### config.mk
export PLATFORM = sky130hd
export DESIGN_NAME = pixel_fetch
export DESIGN_NICKNAME = d
export VERILOG_FILES = /design/src/rtl/vga_pkg.sv /design/src/rtl/pixel_fetch_delayN.sv /design/src/rtl/pixel_fetch.sv
export SDC_FILE = /design/constraint.sdc
export NUM_CORES = 1
export LEC_CHECK = 0
export CORE_MARGIN = 3
export CORE_UTILIZATION = 44
export CTS_CLUSTER_SIZE = 14
export DETAILED_ROUTE_END_ITERATION = 10
export GPL_TIMING_DRIVEN = 0
export PLACE_DENSITY = 0.82
export SETUP_SLACK_MARGIN = 0.5
export SYNTH_ARGS = -nofsm -noshare
export SYNTH_HDL_FRONTEND = slang
export SYNTH_SLANG_ARGS = --single-unit
### constraint.sdc
create_clock -name clk -period 1.58 [get_ports clk]
set_clock_uncertainty 0.1 [all_clocks]
set_input_delay 0.316 -clock clk [delete_from_list [all_inputs] [get_ports clk]]
set_output_delay 0.316 -clock clk [all_outputs]
set_load 0.05 [all_outputs]
### src/rtl/vga_pkg.sv
// Shared VGA constants and the {R,G,B} word packing used between the
// framebuffer and the pixel pipeline.
package vga_pkg;

  localparam int unsigned H_VISIBLE   = 640;
  localparam int unsigned V_VISIBLE   = 480;
  localparam int unsigned FB_ADDR_BIT = 19;
  localparam int unsigned COLOR_BIT   = 4;

  // Channel slot counted from the LSB of a framebuffer word: {R,G,B}.
  typedef enum logic [1:0] {
    CH_B = 2'd0,
    CH_G = 2'd1,
    CH_R = 2'd2
  } rgb_chan_e;

  typedef struct packed {
    logic active;
    logic hs;
    logic vs;
  } sync_tap_t;

endpackage

### src/rtl/pixel_fetch_delayN.sv
// Fixed-depth shift register; every stage clears to zero on reset.
module delayN #(
  parameter int unsigned WIDTH = 1,
  parameter int unsigned DEPTH = 1
) (
  input  logic             clk,
  input  logic             i_rst_n,
  input  logic [WIDTH-1:0] i_d,
  output logic [WIDTH-1:0] o_q
);

  logic [WIDTH-1:0] r_pipe [DEPTH];

  always_ff @(posedge clk or negedge i_rst_n) begin
    if (!i_rst_n) begin
      for (int unsigned i = 0; i < DEPTH; i++) r_pipe[i] <= '0;
    end else begin
      r_pipe[0] <= i_d;
      for (int unsigned i = 1; i < DEPTH; i++) r_pipe[i] <= r_pipe[i-1];
    end
  end

  assign o_q = r_pipe[DEPTH-1];

endmodule

### src/rtl/pixel_fetch.sv
// Framebuffer fetch and pin realignment: issues one read per visible pixel and
// delays sync to match the read latency; also tracks frame starts.
module pixel_fetch
  import vga_pkg::*;
#(
  parameter int unsigned READ_LATENCY = 1,
  parameter int unsigned COLOR_BIT    = 4,
  parameter int unsigned ADDR_BIT     = 19
) (
  input  logic                   clk,
  input  logic                   i_rst_n,
  input  logic                   i_hsync_en,
  input  logic                   i_haddr_en,
  input  logic [9:0]             i_hidx,
  input  logic                   i_vsync_en,
  input  logic                   i_vaddr_en,
  input  logic [8:0]             i_vidx,
  output logic                   o_rd_en,
  output logic [ADDR_BIT-1:0]    o_rd_addr,
  input  logic [3*COLOR_BIT-1:0] i_rd_data,
  output logic                   o_vga_hs,
  output logic                   o_vga_vs,
  output logic [COLOR_BIT-1:0]   o_r,
  output logic [COLOR_BIT-1:0]   o_g,
  output logic [COLOR_BIT-1:0]   o_b,
  output logic                   o_frame_start,
  output logic [7:0]             o_frame_cnt
);

  logic                w_active;
  logic [ADDR_BIT-1:0] w_row;
  logic [ADDR_BIT-1:0] w_addr;
  sync_tap_t           w_tap_in;
  sync_tap_t           w_tap_out;
  logic                r_vs_prev;

  always_comb begin
    w_active = i_haddr_en & i_vaddr_en &
               (i_hidx < 10'(H_VISIBLE)) & (i_vidx < 9'(V_VISIBLE));
    // row*640 as row*512 + row*128 keeps the multiply in plain adders
    w_row    = ADDR_BIT'(i_vidx);
    w_addr   = (w_row << 9) + (w_row << 7) + ADDR_BIT'(i_hidx);
    w_tap_in = '{active: w_active, hs: i_hsync_en, vs: i_vsync_en};
  end

  always_ff @(posedge clk or negedge i_rst_n) begin
    if (!i_rst_n) begin
      o_rd_en   <= 1'b0;
      o_rd_addr <= '0;
    end else begin
      o_rd_en <= w_active;
      if (w_active) o_rd_addr <= w_addr;
    end
  end

  delayN #(
    .WIDTH($bits(sync_tap_t)),
    .DEPTH(READ_LATENCY + 1)
  ) u_sync_delay (
    .clk    (clk),
    .i_rst_n(i_rst_n),
    .i_d    (w_tap_in),
    .o_q    (w_tap_out)
  );

  always_ff @(posedge clk or negedge i_rst_n) begin
    if (!i_rst_n) begin
      o_vga_hs <= 1'b1;
      o_vga_vs <= 1'b1;
      o_r      <= '0;
      o_g      <= '0;
      o_b      <= '0;
    end else begin
      o_vga_hs <= ~w_tap_out.hs;
      o_vga_vs <= ~w_tap_out.vs;
      if (w_tap_out.active) begin
        o_r <= i_rd_data[int'(CH_R)*COLOR_BIT +: COLOR_BIT];
        o_g <= i_rd_data[int'(CH_G)*COLOR_BIT +: COLOR_BIT];
        o_b <= i_rd_data[int'(CH_B)*COLOR_BIT +: COLOR_BIT];
      end else begin
        o_r <= '0;
        o_g <= '0;
        o_b <= '0;
      end
    end
  end

  // Frame start follows the raw vsync rise, not the pin-aligned copy.
  always_ff @(posedge clk or negedge i_rst_n) begin
    if (!i_rst_n) begin
      r_vs_prev     <= 1'b0;
      o_frame_start <= 1'b0;
      o_frame_cnt   <= '0;
    end else begin
      r_vs_prev     <= i_vsync_en;
      o_frame_start <= i_vsync_en & ~r_vs_prev;
      if (i_vsync_en & ~r_vs_prev) o_frame_cnt <= o_frame_cnt + 8'd1;
    end
  end

endmodule

==> flow_summary.ini <==
[floorplan]
fp.dieH_um = 76.1
die_x_um = 76.1
core_um2 = 4530
die_area_um2 = 5790
core.rowCount = 24
start_util_pct = 47.7
ios = 80

[worst_setup_path]
critPathLaunchType = input port
worstPathArrival_ps = 2270
crit_end = o_rd_addr[16]
worstPathRequired_ps = 1660
worstSetupStartpoint = i_hidx[9]
cp-end-kind = flip-flop
reg2reg_to = o_frame_cnt[5]
reg2regPathDepth = 5
critical_path_class = input port to flip-flop
path_max_fanout = 2
r2r_setup_slack_ps = 130
regToRegStartpoint = u_sync_delay.r_pipe[3]

[status]
run_status = complete, but fails checks
violations = negative hold slack, negative setup slack

[sta]
finalHoldViolCount = 13
min_period_ps = 2180
maxSlewViolCount = 0
setup_viol = 10
timing.fmax_mhz = 458
fin_ws_ps = -603
rsz0062_at_grt = true
hold_slack_ps = -191
tns_ps = -4420
worst_pin_slew_ps = 372
maxSlewHeadroom_pct = 75.2
fin_crit_sh_pct = 138

[pwr]
p_leak_nw = 1.92
power.density_nw_per_um2 = 1230
ir_drop_mv = 0.811

[global_routing]
grt_remaining_overflow = 0
grt_max_degree = 36
grt_pass1_wl_um = 9210
grt_use_met1_pct = 22.1
track_usage_pct = 20.2
met2_usage_pct = 37.4
grt_pass1_vias = 1878
use_met3_pct = 5.32
top_usage_layer = met2
antenna_found_initial = 0

[logic_synthesis]
synth_top_area_share_pct = 53.2
syn_avg_cell_area_um2 = 11.2
ys_seq_area_share_pct = 55.7
synth.net_count = 250
synth_area_um2 = 2160
yosys_warnings = 0
yosys-top-cells-area = dfrtp_1, ha_1, nand2_1
synth_seq_cells = 48
yosysUniqueCellTypes = 33
syn_inst = 193
synth_area_leader_cell = dfrtp_1

[flow_run]
drv_cap = 0

[routing]
viasPerCell = 4.84
post_drt_wl_per_cell_um = 17.1
detail-route-antenna-nets = 0
drt-initial-drc-count = 79
drc = 0
vias = 1872
firstDrtPassIters = 4
drt_wl_total_um = 6620

[clock_tree]
cts_tree = yes
clock_sinks = 48
cts_buffers = 5
clkSlewWorstSetupHoldPaths_ps = 90
cts-root-buf = clkbuf_8
cts_buffer_depth = 2
clk_latency_ps = 310
cts.htree.levels = 2

[cells_and_area]
ff_latch_area_um2 = 1210
antenna_cells = 0
syn_to_final_growth_pct = 82.6
nFillCells = 203
multi_input_area_um2 = 1240
fin_area_um2 = 3950
drive_gt1_share_pct = 54.7
nNetsFinal = 378

[hold_path]
hp-class = input port to asynchronous set/reset pin

[place]
dp_slack_ps = -1330
dp_hpwl_um = 3530
dpl_cell_area_um2 = 3150
io_buffers = 79
place.gp.congestion = 0.765
-- Yosys cell counts --
cell,n
a211oi_1,1
a21o_1,2
a21oi_1,5
a221oi_2,1
a31oi_1,1
a41oi_1,1
a41oi_2,1
and2_1,12
and3_1,2
and4_1,1
and4_2,1
buf_2,3
clkbuf_1,3
dfrtp_1,46
dfstp_2,2
fa_1,2
ha_1,18
inv_1,8
mux2_2,1
mux2i_1,1
nand2_1,43
nand2b_1,1
nand3_1,5
nand4_1,2
nor2_1,3
nor2b_1,1
o21ai_0,6
o21ai_1,3
o21bai_2,1
or2_2,1
or4_1,1
xnor2_1,8
xor2_1,6
-- layout by cell type (no fill, tap or decap), types with 3 or more instances in the layout --
| cell type | synthesis | final |
|---|---|---|
| a21oi_1 | 5 | 4 |
| and2_1 | 12 | 12 |
| buf_2 | 3 | 10 |
| buf_4 | 0 | 30 |
| buf_6 | 0 | 45 |
| buf_8 | 0 | 12 |
| clkbuf_8 | 0 | 5 |
| clkdlybuf4s50_1 | 0 | 20 |
| dfrtp_1 | 46 | 40 |
| dfrtp_2 | 0 | 6 |
| dlygate4sd2_1 | 0 | 5 |
| ha_1 | 18 | 7 |
| ha_4 | 0 | 9 |
| inv_1 | 8 | 3 |
| inv_2 | 0 | 3 |
| nand2_1 | 43 | 23 |
| nand2_2 | 0 | 16 |
| nand2_4 | 0 | 4 |
| o21ai_1 | 3 | 8 |
| xnor2_2 | 0 | 6 |
| xor2_1 | 6 | 5 |
-- metal layers --
metal / wire, um / vias up
li1: - / 897
met1: 2550 / 897
met2: 3560 / 65
met3: 373 / 13
met4: 141 / 0
met5: 0 / -
-- layout make-up --
class                      instances  share of cell area [%]
buffer                             6                    1.49
clock buffer                       7                    1.93
timing repair buffer             121                    31.2
tap                               65                    2.06
inverter                           8                    1.08
multi-input combinational        131                    31.5
sequential                        48                    30.7
clock inverter                     1                   0.127
-- what timing repair did --
action                     in CTS  in global routing
buffers inserted               26                 13
resized for setup             395                 35
pin swaps                      42                 24
gates cloned                    2                  0
setup endpoints to repair      71                 75
hold endpoints to repair       13                 13
-- critical path, stage by stage --
cell      delay, ps
buf_8            90
inv_8            30
fa_1            560
inv_2            70
buf_6           110
fa_2            370
nand3_2          80
nand2_2          80
a221oi_4        280
xor2_1          200
o21ai_1         100
-- worst min-delay path by stage --
stage	start	to	slack [ps]	cells past startpoint
global placement	u_sync_delay.r_pipe[4]	u_sync_delay.o_q[1]	230	0
detailed placement	i_rst_n	o_frame_cnt[6]	140	1
global route	i_rst_n	o_frame_cnt[6]	-180	1
floorplan	i_rst_n	o_b[0]	-80	0
CTS	i_rst_n	o_frame_cnt[6]	-180	1
finish	i_rst_n	o_frame_cnt[6]	-190	1
-- metrics by stage --
| step | utilization [%] | instances | power [W] |
|---|---|---|---|
| floorplan | - | 193 | 0.00276 |
| global placement | 69.2 | 337 | 0.00338 |
| detailed placement | 69.5 | 338 | 0.00342 |
| CTS | 81.3 | 374 | 0.00459 |
| global route | 87.1 | 387 | 0.00506 |
| finish | 87.1 | 387 | 0.00486 |
-- cell families (layout without fill, tap and decap cells) --
| group | count (synthesis) | count (layout) | share of synthesized area, % |
|---|---|---|---|
| mux | 2 | 2 | 0.984 |
| buf+inv | 14 | 143 | 2.60 |
| xor+xnor | 14 | 14 | 5.67 |
| compound gates | 22 | 22 | 6.94 |
| flops | 48 | 48 | 55.7 |
| fa+ha+maj | 20 | 20 | 12.3 |
| simple gates | 73 | 73 | 15.9 |
-- flip-flops by register name, summed over array words and instances, names as in the netlist, 2 cells and up --
| signal | cells |
|---|---|
| o_b | 4 |
| u_sync_delay.o_q | 3 |
| o_g | 4 |
| u_sync_delay.r_pipe | 2 |
| o_frame_cnt | 8 |
| o_rd_addr | 19 |
| o_r | 4 |
-- where the power goes --
part           internal, W  leakage, nW  switching (W)
sequential         0.00145        0.603       0.000186
clock             0.000311       0.0422       0.000405
combinational      0.00113         1.28        0.00138
Note: power is estimated with default switching activity, not from simulation.
